**src/rtl/irq_arbiter_27ch.sv**
```systemverilog
// irq_arbiter_27ch: 27-channel sticky-pending interrupt arbiter with valid/ack handshake and timeout (IRQ_ARB_ROTATE_EN selects per-bus round-robin)
module irq_arbiter_27ch #(
  parameter int NCH     = 9,
  parameter int TIMEOUT = 15,
  parameter int TW      = 4
) (
  input  logic           clk,
  input  logic           rst,
  input  logic [NCH-1:0] req_a,
  input  logic [NCH-1:0] req_b,
  input  logic [NCH-1:0] req_c,
  input  logic [NCH-1:0] en,
  input  logic           irq_ack,
  output logic           irq_valid,
  output logic [1:0]     irq_bus,
  output logic [3:0]     irq_chan,
  output logic           irq_timeout,
  output logic           pend_a,
  output logic           pend_b,
  output logic           pend_c,
  output logic           busy
);
  typedef enum logic [1:0] {IDLE, ARB, GRANT, HOLD} state_t;
  state_t state, state_nx;
  logic [NCH-1:0] pa, pb, pc, ca, cb, cc, sel;
  logic [TW-1:0] cnt;
  logic [3:0] win_a, win_b, win_c, w_chan;
  logic [1:0] w_bus;
  logic any, tmo, drop;
  assign any = |pa | |pb | |pc;
  assign tmo = (TIMEOUT != 0) && (cnt == TW'(TIMEOUT - 1));
  assign drop = (state == GRANT) && (irq_ack || tmo);
  assign sel = NCH'(1) << irq_chan;
  assign ca = (drop && irq_bus == 2'd0) ? sel : '0;
  assign cb = (drop && irq_bus == 2'd1) ? sel : '0;
  assign cc = (drop && irq_bus == 2'd2) ? sel : '0;
  assign w_bus = |pa ? 2'd0 : |pb ? 2'd1 : 2'd2;
  assign w_chan = |pa ? win_a : |pb ? win_b : win_c;
  assign irq_valid = state == GRANT;
  assign busy = state != IDLE;
  assign pend_a = |pa;
  assign pend_b = |pb;
  assign pend_c = |pc;
`ifdef IRQ_ARB_ROTATE_EN
  logic [3:0] ptr_a, ptr_b, ptr_c;
  function automatic logic [3:0] pick(input logic [NCH-1:0] p, input logic [3:0] ptr);
    logic [3:0] r;
    logic found;
    int i;
    r = '0;
    found = 1'b0;
    for (int k = 1; k <= NCH; k++) begin
      i = (int'(ptr) + k) % NCH;
      if (!found && p[i]) begin
        r = 4'(i);
        found = 1'b1;
      end
    end
    return r;
  endfunction
  assign win_a = pick(pa, ptr_a);
  assign win_b = pick(pb, ptr_b);
  assign win_c = pick(pc, ptr_c);
  // last-grant pointer of the served bus moves to the channel just released
  always_ff @(posedge clk or posedge rst)
    if (rst) begin
      ptr_a <= 4'd8;
      ptr_b <= 4'd8;
      ptr_c <= 4'd8;
    end else if (drop) begin
      if (irq_bus == 2'd0) ptr_a <= irq_chan;
      if (irq_bus == 2'd1) ptr_b <= irq_chan;
      if (irq_bus == 2'd2) ptr_c <= irq_chan;
    end
`else
  function automatic logic [3:0] pick(input logic [NCH-1:0] p);
    logic [3:0] r;
    r = '0;
    for (int i = NCH - 1; i >= 0; i--)
      if (p[i]) r = 4'(i);
    return r;
  endfunction
  assign win_a = pick(pa);
  assign win_b = pick(pb);
  assign win_c = pick(pc);
`endif
  // sticky pending bits: a new request beats a same-cycle clear, en low wipes the bit
  always_ff @(posedge clk or posedge rst)
    if (rst) begin
      pa <= '0;
      pb <= '0;
      pc <= '0;
    end else begin
      pa <= en & (req_a | (pa & ~ca));
      pb <= en & (req_b | (pb & ~cb));
      pc <= en & (req_c | (pc & ~cc));
    end
  // state register
  always_ff @(posedge clk or posedge rst)
    if (rst) state <= IDLE;
    else state <= state_nx;
  // next-state: one source per transaction, HOLD then ARB between grants
  always_comb begin
    state_nx = state;
    case (state)
      IDLE:  state_nx = any ? ARB : IDLE;
      ARB:   state_nx = any ? GRANT : IDLE;
      GRANT: state_nx = drop ? HOLD : GRANT;
      HOLD:  state_nx = any ? ARB : IDLE;
    endcase
  end
  // winner is latched in ARB and frozen for the whole grant
  always_ff @(posedge clk or posedge rst)
    if (rst) begin
      irq_bus <= '0;
      irq_chan <= '0;
    end else if (state == ARB && any) begin
      irq_bus <= w_bus;
      irq_chan <= w_chan;
    end
  // grant age counter, restarted in ARB and saturating during GRANT
  always_ff @(posedge clk or posedge rst)
    if (rst) cnt <= '0;
    else if (state == ARB) cnt <= '0;
    else if (state == GRANT && cnt != '1) cnt <= cnt + 1'b1;
  // forced-drop pulse lands in the HOLD cycle
  always_ff @(posedge clk or posedge rst)
    if (rst) irq_timeout <= 1'b0;
    else irq_timeout <= drop && !irq_ack;
endmodule
```
**config.mk**
```make
export PLATFORM = sky130hd
export DESIGN_NAME = irq_arbiter_27ch
export DESIGN_NICKNAME = d
export VERILOG_FILES = /design/src/rtl/irq_arbiter_27ch.sv
export SDC_FILE = /design/constraint.sdc
export NUM_CORES = 1
export LEC_CHECK = 0
export CORE_ASPECT_RATIO = 1.25
export CORE_MARGIN = 1
export CORE_UTILIZATION = 49
export DETAILED_ROUTE_END_ITERATION = 6
export HOLD_SLACK_MARGIN = 0.05
export MAX_ROUTING_LAYER = met4
export PLACE_DENSITY = 0.79
export SLEW_MARGIN = 20
export SYNTH_ARGS = -nofsm -noshare
export SYNTH_HDL_FRONTEND = slang
export SYNTH_SLANG_ARGS = --single-unit
```
**constraint.sdc**
```tcl
create_clock -name clk -period 2.95 [get_ports clk]
set_input_delay 0.7375 -clock clk [delete_from_list [all_inputs] [get_ports clk]]
set_output_delay 0.7375 -clock clk [all_outputs]
set_load 0.02 [all_outputs]
```
Word-level counts from Yosys, hierarchy flattened --
Cells that the tools add are included.
Storage, ports and cells: register bits 40, bits of input ports 39, logic and storage cells 88
Operators by class: mux-type cells 40, bitwise logic cells 14, reductions and logical operators 17, shifts and indexed selects 1, add/sub/neg operators 1, equal/unequal tests 7
Operators by type and width (number):
- $mux 4 | 31
- $and 9x9->9 | 6
- $mux 9 | 3
- $not 9->9 | 3
- $or 9x9->9 | 3
- $reduce_or 9->1 | 3
- $shl 1x4->9 const A | 1
- $logic_and 1x1->1 | 7
- $eq 2x2->1 const B | 3
- $mux 2 | 3
- $pmux 2 s3 | 1
- $add 4x1->4 const B | 1
- $eq 2x1->1 const B | 2
- $eq 4x4->1 const B | 1
- $logic_not 2->1 | 2
- $ne 4x4->1 const B | 1
- $reduce_bool 2->1 | 2
- $mux 1 | 2
- $or 1x1->1 | 2
- $reduce_or 2->1 | 1
- $logic_not 1->1 | 1
- $logic_or 1x1->1 | 1

Depth between registers and ports, before layout --
Gate-level depths: netlist of the first run.
word-level depth 11, gate-level depth with buffers 7, mapped depth without buffers 7

Worst setup path before layout of the first run --
OpenSTA, ideal clock, no wires.
path type reg-to-reg, start register pc[0], end register irq_bus[1], cell stages (with the launch flop) 5, required time 2.825 ns, arrival 2.065 ns, slack 0.760 ns, buffers on the path 0, clock period less this slack 2.190 ns, cell sequence dfrtp_1 -> or4_1 -> or3b_4 -> o31ai_4 -> mux2_4
Between the ends: word-level cells in the longest chain between the ends 3
RTL lines:
- from (decl) | RTL line 25 | logic [NCH-1:0] pa, pb, pc, ca, cb, cc, sel;
- from (signal assigned) | RTL line 96 | pc <= en & (req_c | (pc & ~cc));
- $reduce_or 9->1
- via pend_c | RTL line 20 | output logic pend_c,
- $or 1x1->1 | RTL line 30 | assign any = |pa | |pb | |pc;
- $logic_and 1x1->1 | RTL line 117 | end else if (state == ARB && any) begin
- to (signal assigned) | RTL line 118 | irq_bus <= w_bus;
- to (decl) | RTL line 15 | output logic [1:0] irq_bus,
The timed path passes the listed nets, and every way through them passes these cells. A chain may end at the register's enable or synchronous reset.

Final worst setup path of the first run --
start register pa[5], end output port pend_a
Between the ends: word-level cells in the longest chain between the ends 1
RTL lines:
- from (decl) | RTL line 25
- from (signal assigned) | RTL line 94 | pa <= en & (req_a | (pa & ~ca));
- $reduce_or 9->1 | RTL line 41 | assign pend_a = |pa;
- to (decl) | RTL line 18 | output logic pend_a,
No other way between the ends.

==> results of run 1 <==
## state kept, by name (all words and copies together) (netlist names)
signal and flops:
cnt 4, irq_bus 2, irq_chan 4, irq_timeout 1, pa 9, pb 9, pc 9, state 2
## through the flow
step | std cells | hold slack [ps] | instance area [um2] | setup slack (ps)
finish | 352 | 529 | 2800 | 85.1
global route | 352 | 534 | 2800 | 16.7
CTS | 352 | 525 | 2790 | 18.0
detailed placement | 344 | 509 | 2700 | 295
global placement | 344 | 495 | 2700 | 304
floorplan | 234 | 465 | 2100 | 760
## power breakdown
part | internal [mW] | switching [mW]
combinational | 0.299 | 0.409
clock | 0.191 | 0.184
sequential | 0.637 | 0.0948
## critical path, cell delays in order, from the launching register on
cell             delay (ps)
dfrtp_1                 420
or4_1                   610
nor3_2                  200
inv_1                    70
clkdlybuf4s50_1         530
## final cells by class
| class | instances | area, um2 | area share [%] |
|---|---|---|---|
| multi-input cells | 174 | 1020 | 36.5 |
| flip-flops and latches | 40 | 1000 | 35.7 |
| repair buffers | 57 | 554 | 19.8 |
| clock buffers | 8 | 90.1 | 3.22 |
| well taps | 56 | 70.1 | 2.50 |
| inverters | 17 | 63.8 | 2.28 |
## metal layers
metal  share of wire [%]  track usage (%)  up-vias
met4                 2.0             9.09        0
met3                 5.0             5.15        8
met2                  51             46.9       63
met1                  42             34.4      931
li1                    -                -      961
met5                   0                -        -
## layout by cell type (no fill, tap or decap), drive strengths merged, types with 7 or more instances in the layout
| master | instances |
|---|---|
| clkdlybuf4s50 | 48 |
| clkbuf | 8 |
| nor2 | 39 |
| nand2 | 10 |
| o21a | 11 |
| dfrtp | 40 |
| o21ai | 27 |
| inv | 17 |
| a21oi | 25 |
| buf | 7 |
| nor3 | 8 |
| a31oi | 7 |
## what timing repair did
item                       in CTS  in global routing
hold buffers                    0                  0
cloned                          0                  0
resized for setup               1                  2
setup endpoints to repair       1                  2
## cells by family (layout without fill, tap and decap cells)
| logic type | Yosys count | count (layout) | synth area share, % |
|---|---|---|---|
| and+or+nand+nor | 81 | 81 | 18.4 |
| xor gates and xnor gates | 2 | 2 | 0.834 |
| buffers and inverters | 20 | 82 | 3.93 |
| DFF | 40 | 40 | 47.7 |
| AOI/OAI and AO/OA | 84 | 84 | 24.9 |
| muxes | 1 | 1 | 0.715 |
| adders and majority gates | 6 | 6 | 3.58 |
## final timing paths
| path | from | end | slack, ps | cells after the start |
|---|---|---|---|---|
| worst max register to register | pb[0] | irq_bus[1] | 600 | 5 |
| worst min-delay path | pa[0] | irq_chan[0] | 530 | 1 |
| max in group asynchronous | rst | pb[7] | 1720 | 3 |
| worst max-delay path | pa[5] | pend_a | 90 | 4 |
| worst min register to register | pa[0] | irq_chan[0] | 530 | 1 |
| min in group asynchronous | rst | pa[8] | 870 | 3 |
==> flow_summary.yaml, run 1 <==
place:
  dp_hpwl_um: 4200
  port_buffers: 50
  place.gp.congestion: 0.923
final_layout:
  syn_to_final_growth_pct: 33.4
  nFillCells: 359
  final_util_pct: 68.3
  antenna_cells: 0
  fin_nets: 340
  drive_above_1_share_pct: 6.42
run_status:
  status: "complete, no violations"
yosys:
  syn-cell-area_mm2: 0.00210
  ys_seq_elements: 40
  synth-edff-count: 0
  yosysMostFrequentCell: "dfrtp_1"
  synth_common_cells: "dfrtp_1, nor2_1, o21ai_0"
  synth_flop_cell: "dfrtp_1"
  synth_area_leaders: "dfrtp_1, nor2_1, o21ai_0, a21oi_1, o21a_1"
  yosys.area.top_type: "dfrtp_1"
  synthCells: 234
  synth_nets: 279
  ys_warn_count: 0
  seq_area_frac_synth_pct: 47.7
  yosys.area.top_type_share_pct: 47.7
  postSynth.asyncResetShare_pct: 100
  synth.distinct_cells: 38
  avgSynthCellArea_um2: 8.97
sta:
  fmax_mhz: 349
  worst_pin_slew_ps: 666
  maxSlewHeadroom_pct: 55.5
  fin_crit_sh_pct: 97.1
  hold_violations: 0
  skew_ps: 3.05
  final.min_clock_period_ps: 2860
  rsz0062_at_grt: "false"
  drv_slew: 0
  setup_tns_ps: 0
  setup_viol: 0
min_path:
  hold_path.class: "reg -> reg"
clocking:
  cts_setup_buffers: 0
  ctsHtreeMaxLevel: 2
  cts.sinks: 40
  cts_tree: "done"
  path_clk_slew_ps: 70
  insertion_delay_ps: 290
  cts-root-buf: "clkbuf_8"
  cts_buffers: 5
  clockBufferDepth: 2
critical_path:
  worstSetupStartpointType: "register"
  worstSetupEndpointType: "output pin"
  cp.required_ps: 2210
  path_max_fanout: 4
  critPathArrivalTime_ps: 2130
  crit_type: "reg -> out"
floorplanning:
  initial_core_util_pct: 51.2
  dieHeight_um: 75.2
  die_area_mm2: 0.00455
  die_w_um: 60.5
  fp.coreArea_mm2: 0.00410
  fp-row-count: 26
  ioPinCount: 51
global_route:
  grt_pass1_vias: 1883
  grt_max_degree: 41
  overflow: 0
  grt_antenna_before_repair: 0
  grt_pass1_wl_um: 8910
  grt_usage_pct: 28.2
power_and_ir_drop:
  leakage_nw: 1.19
  total_power_mw: 1.82
  ir_drop_mv: 0.443
  power_density_mw_per_mm2: 649
job:
  cap_violations: 0
route:
  ant_nets: 0
  wirelength_um: 5480
  drtIter0Drc: 75
  drc: 0
  avgRoutedWirePerCell_um: 15.6
  vias: 1963
  post_drt_via_cell_ratio: 5.58
  first_pass_iters: 4
No activity file was read; power rests on OpenSTA's default activity.
==> run 2: changes to the inputs <==
--- a/config.mk
+++ b/config.mk
@@ -8,10 +8,12 @@
 export CORE_ASPECT_RATIO = 1.25
 export CORE_MARGIN = 1
 export CORE_UTILIZATION = 49
+export CTS_CLUSTER_DIAMETER = 200
 export DETAILED_ROUTE_END_ITERATION = 6
 export HOLD_SLACK_MARGIN = 0.05
 export MAX_ROUTING_LAYER = met4
 export PLACE_DENSITY = 0.79
+export SETUP_SLACK_MARGIN = 0.4
 export SLEW_MARGIN = 20
 export SYNTH_ARGS = -nofsm -noshare
 export SYNTH_HDL_FRONTEND = slang
==> run 2 against run 1 <==
  * Final area up 2.5%
  * Sequential power about the same
  * Wire length is 2.4% higher
  * Global-route usage increased by 0.44 points
  * Combinational power rose by 2%
  * Clock power about the same
  * Final cell count is 2.0% higher
  * Critical endpoint is now pend_c
==> flow_summary.yaml, run 2 (same netlist as run 1, synthesis figures left out) <==
final_layout:
  stdcell_area_mm2: 0.00287
  fin_cells: 359
  antenna_cells: 0
  final_util_pct: 70.0
  final_common_cell: "clkdlybuf4s50_1"
  syn_to_final_growth_pct: 36.7
  drive_above_1_share_pct: 11.6
  nFillCells: 358
  regArea_mm2: 0.00100
  fin_nets: 347
  reg_top3: "pa (9), pb (9), pc (9)"
  layout_common_cells: "clkdlybuf4s50_1, dfrtp_1, nor2_1, o21ai_0, a21oi_1"
  multi_input_area_mm2: 0.00105
route:
  first_pass_iters: 4
  avgRoutedWirePerCell_um: 15.6
  drtIter0Drc: 71
  wirelength_um: 5610
  vias: 2009
  ant_nets: 0
  drc: 0
  post_drt_via_cell_ratio: 5.60
power_and_ir_drop:
  power_density_mw_per_mm2: 638
  leakage_nw: 1.23
  power_frac_comb_pct: 39.6
  ir_drop_mv: 0.441
  seq_power_share_pct: 40.0
  p_sw_share_pct: 37.8
  p_int_mw: 1.14
  clock_power_share_pct: 20.4
  power_switching_mw: 0.692
place:
  placed_cells: 344
  placed_area_mm2: 0.00270
  port_buffers: 50
  place_ws_ps: 295
  dp_hpwl_um: 4200
  place.gp.congestion: 0.923
sta:
  maxSlewHeadroom_pct: 55.1
  worst_pin_slew_ps: 672
  skew_ps: 1.68
  fmax_mhz: 389
  setup_tns_ps: 0
  worst_slack_ps: 379
  rsz0062_at_grt: "true"
  hold_violations: 0
  setup_viol: 0
  final.min_clock_period_ps: 2570
  drv_slew: 0
  fin_crit_sh_pct: 87.2
floorplanning:
  ioPinCount: 51
  initial_core_util_pct: 51.2
  die_area_mm2: 0.00455
  die_w_um: 60.5
  dieHeight_um: 75.2
  fp-row-count: 26
  fp.coreArea_mm2: 0.00410
run_status:
  status: "complete, no violations"
global_route:
  grt_pass1_vias: 1937
  grt_max_degree: 41
  grt_pass1_wl_um: 9080
  overflow: 0
  grt_usage_pct: 28.6
  grt_antenna_before_repair: 0
critical_path:
  cp.required_ps: 2210
  critical_path.top_delay_family: "simple AND/OR/NAND/NOR gates"
  crit_type: "reg -> out"
  worstSetupStartpointType: "register"
  critPathArrivalTime_ps: 1830
  worstSetupEndpointType: "output pin"
  cp_cell_sequence: "or4_4 -> or3b_4 -> buf_2"
  critPathSlowestCell: "or4_4"
  r2r_cells: 5
  crit_buf_inv: 1
  cp.depth: 3
  path_max_fanout: 4
  cpPeakStageDelay_ps: 550
min_path:
  min_path_cells: 1
  hold_path.class: "reg -> reg"
clocking:
  path_clk_slew_ps: 70
  cts.sinks: 40
  cts_buffers: 5
  ctsHtreeMaxLevel: 2
  cts-root-buf: "clkbuf_8"
  clockBufferDepth: 2
  cts_tree: "done"
  insertion_delay_ps: 290
job:
  cap_violations: 0
==> run 2: final cells by class <==
class	count	share of cell area, %
Multi-Input combinational cell	174	36.5
Sequential cell	40	34.9
Timing Repair Buffer	64	20.8
Clock buffer	8	3.14
Tap cell	56	2.44
Inverter	17	2.22
==> run 2: worst paths after layout <==
path                       slack (ps)  startpoint     endpoint
setup / recovery                  380       pc[0]       pend_c
setup reg to reg                  530       pc[0]   irq_bus[1]
hold reg to reg                   540       pa[0]  irq_chan[0]
max in group asynchronous        1720         rst       cnt[0]
min in group asynchronous         860         rst        pa[8]
hold / removal                    540       pa[0]  irq_chan[0]
==> run 2: per-layer routing <==
layer	GRT usage, %	routed length (um)	vias to the layer above
li1	-	-	969
met1	34.3	2350	949
met2	46.9	2740	75
met3	5.33	293	16
met4	12.1	229	0
met5	-	0	-
==> run 2: what timing repair did <==
item / CTS / global route
resized for setup: 13 / 7
hold buffers: 0 / 0
setup buffers: 3 / 4
setup endpoints to repair: 3 / 3
pin swaps: 1 / 2
==> run 2: power by group through the flow <==
stage | registers (mW) | clock network, mW | logic [mW]
3_5_place_dp | 0.741 | 0 | 0.709
4_1_cts | 0.730 | 0.379 | 0.719
5_1_grt | 0.746 | 0.401 | 0.803
2_1_floorplan | 0.759 | 0 | 0.393
6_report | 0.732 | 0.373 | 0.726
3_3_place_gp | 0.736 | 0 | 0.696
==> run 2: metrics by stage <==
| step | hold slack (ps) | power (mW) |
|---|---|---|
| 2_1_floorplan | 465 | 1.15 |
| 3_3_place_gp | 495 | 1.43 |
| 3_5_place_dp | 509 | 1.45 |
| 4_1_cts | 533 | 1.83 |
| 5_1_grt | 542 | 1.95 |
| 6_report | 539 | 1.83 |
==> run 3: changes to the inputs <==
--- a/config.mk
+++ b/config.mk
@@ -5,9 +5,11 @@
 export SDC_FILE = /design/constraint.sdc
 export NUM_CORES = 1
 export LEC_CHECK = 0
+export CELL_PAD_IN_SITES_DETAIL_PLACEMENT = 0
+export CELL_PAD_IN_SITES_GLOBAL_PLACEMENT = 2
 export CORE_ASPECT_RATIO = 1.25
 export CORE_MARGIN = 1
-export CORE_UTILIZATION = 49
+export CORE_UTILIZATION = 29
 export CTS_CLUSTER_DIAMETER = 200
 export DETAILED_ROUTE_END_ITERATION = 6
 export HOLD_SLACK_MARGIN = 0.05
==> run 3 against run 2 <==
  * Register-to-register slack better by 20 ps
  * Total power up 8.9%
  * Clock power up 35%
  * Highest routed layer unchanged
  * First-iteration DRC count up 9.9%
==> flow_summary.yaml, run 3 (same netlist as run 1, synthesis figures left out) <==
power_and_ir_drop:
  p_int_mw: 1.26
  power_density_mw_per_mm2: 668
  seq_power_share_pct: 36.6
  power_switching_mw: 0.737
  total_power_mw: 1.99
  p_sw_share_pct: 37.0
  power_frac_comb_pct: 38.1
  ir_drop_mv: 0.277
  leakage_nw: 1.27
  clock_power_share_pct: 25.3
place:
  place.gp.congestion: 0.950
  port_buffers: 50
  dp_hpwl_um: 4780
critical_path:
  crit_buf_inv: 1
  cp.required_ps: 2210
  critPathArrivalTime_ps: 1820
  cp-startpoint: "pc[1]"
  critical_path.top_delay_family: "simple AND/OR/NAND/NOR gates"
  critPathSlowestCell: "or4_4"
  r2r_cells: 5
  r2r-end: "irq_bus[1]"
  reg2reg_slack_ps: 550
  path_max_fanout: 4
  worstSetupStartpointType: "register"
  cp_cell_sequence: "or4_4 -> or3b_4 -> buf_6"
  r2r-start: "pc[1]"
  cp.depth: 3
  worstSetupEndpointType: "output pin"
  crit_type: "reg -> out"
  cpPeakStageDelay_ps: 550
route:
  first_pass_iters: 4
  ant_nets: 0
  drtIter0Drc: 78
  avgRoutedWirePerCell_um: 16.3
  drc: 0
  wirelength_um: 6470
  post_drt_via_cell_ratio: 5.00
  vias: 1979
final_layout:
  final_common_cell: "clkdlybuf4s50_1"
  reg_top3: "pa (9), pb (9), pc (9)"
  fin_nets: 350
  antenna_cells: 0
  nFillCells: 712
  drive_above_1_share_pct: 13.1
  syn_to_final_growth_pct: 42.1
  layout_common_cells: "clkdlybuf4s50_1, dfrtp_1, nor2_1, o21ai_0, a21oi_1"
clocking:
  path_clk_slew_ps: 80
  insertion_delay_ps: 300
  clockBufferDepth: 2
  cts.sinks: 40
  cts_tree: "done"
  cts-root-buf: "clkbuf_8"
  postCtsHoldBufs: 0
  ctsHtreeMaxLevel: 2
  cts_buffers: 5
min_path:
  min_path_cells: 2
  worstHoldStart: "cnt[3]"
  hold_path.class: "reg -> reg"
  hold-path-endpoint: "cnt[3]"
floorplanning:
  die_area_mm2: 0.00759
  ioPinCount: 51
  fp-row-count: 34
  fp.coreArea_mm2: 0.00698
  dieHeight_um: 97.1
  die_w_um: 78.1
  initial_core_util_pct: 30.1
global_route:
  grt_antenna_before_repair: 0
  grt_max_degree: 41
  grt_usage_pct: 18.7
  grt_pass1_vias: 2007
  grt_pass1_wl_um: 10500
  overflow: 0
sta:
  drv_slew: 0
  worst_pin_slew_ps: 682
  fin_crit_sh_pct: 86.8
  hold_slack_ps: 576
  maxSlewHeadroom_pct: 54.4
  final.min_clock_period_ps: 2560
  setup_viol: 0
  hold_violations: 0
  rsz0062_at_grt: "true"
  skew_ps: 12.0
  setup_tns_ps: 0
  fmax_mhz: 391
run_status:
  status: "complete, no violations"
job:
  cap_violations: 0
run 3: worst min-delay path: cells and delay by family, from the launching register on:
family,cells,cell delay [ps]
flip-flops,1,400
AO/OA/AOI/OAI,2,140
run 3: repair_timing:
| action | CTS | global route |
|---|---|---|
| endpoints found under the setup margin | 3 | 3 |
| pin swaps | 0 | 6 |
| setup buffers | 3 | 5 |
| gates resized for setup | 15 | 9 |
run 3: layout make-up:
| type | instances | area, um2 | area share, % |
|---|---|---|---|
| well taps | 90 | 113 | 3.78 |
| inverters | 17 | 63.8 | 2.14 |
| multi-input cells | 174 | 1050 | 35.3 |
| repair buffers | 67 | 626 | 21.0 |
| clock buffers | 7 | 96.3 | 3.23 |
| clock inverters | 1 | 30.0 | 1.01 |
| flip-flops and latches | 40 | 1000 | 33.6 |
run 3: power groups by stage:
stage / clock (mW) / combinational (mW) / sequential, mW
finish: 0.504 / 0.760 / 0.730
global route: 0.537 / 0.844 / 0.739
CTS: 0.519 / 0.759 / 0.727
detailed placement: 0 / 0.745 / 0.737
global placement: 0 / 0.756 / 0.735
floorplan: 0 / 0.393 / 0.759
run 3: how the worst max path moves through the flow:
stage	end	slack [ps]
floorplan	irq_bus[1]	760
global route	pend_c	340
finish	pend_c	390
CTS	pend_c	320
global placement	pend_c	280
detailed placement	pend_c	250
run 3: metrics by stage:
step / area (um2) / util (%) / setup WS (ps) / instances
floorplan: 2100 / - / 760 / 234
global placement: 2760 / 39.6 / 285 / 380
detailed placement: 2760 / 39.6 / 249 / 380
CTS: 2920 / 41.9 / 319 / 391
global route: 2980 / 42.8 / 344 / 396
finish: 2980 / 42.8 / 389 / 396
run 3: layer usage:
layer	GRT usage, %	part of all wire [%]	vias up
met2	31.1	52	67
met4	5.84	1.4	0
met3	3.19	5.9	8
met1	23.1	41	930
met5	-	0	-
li1	-	-	974
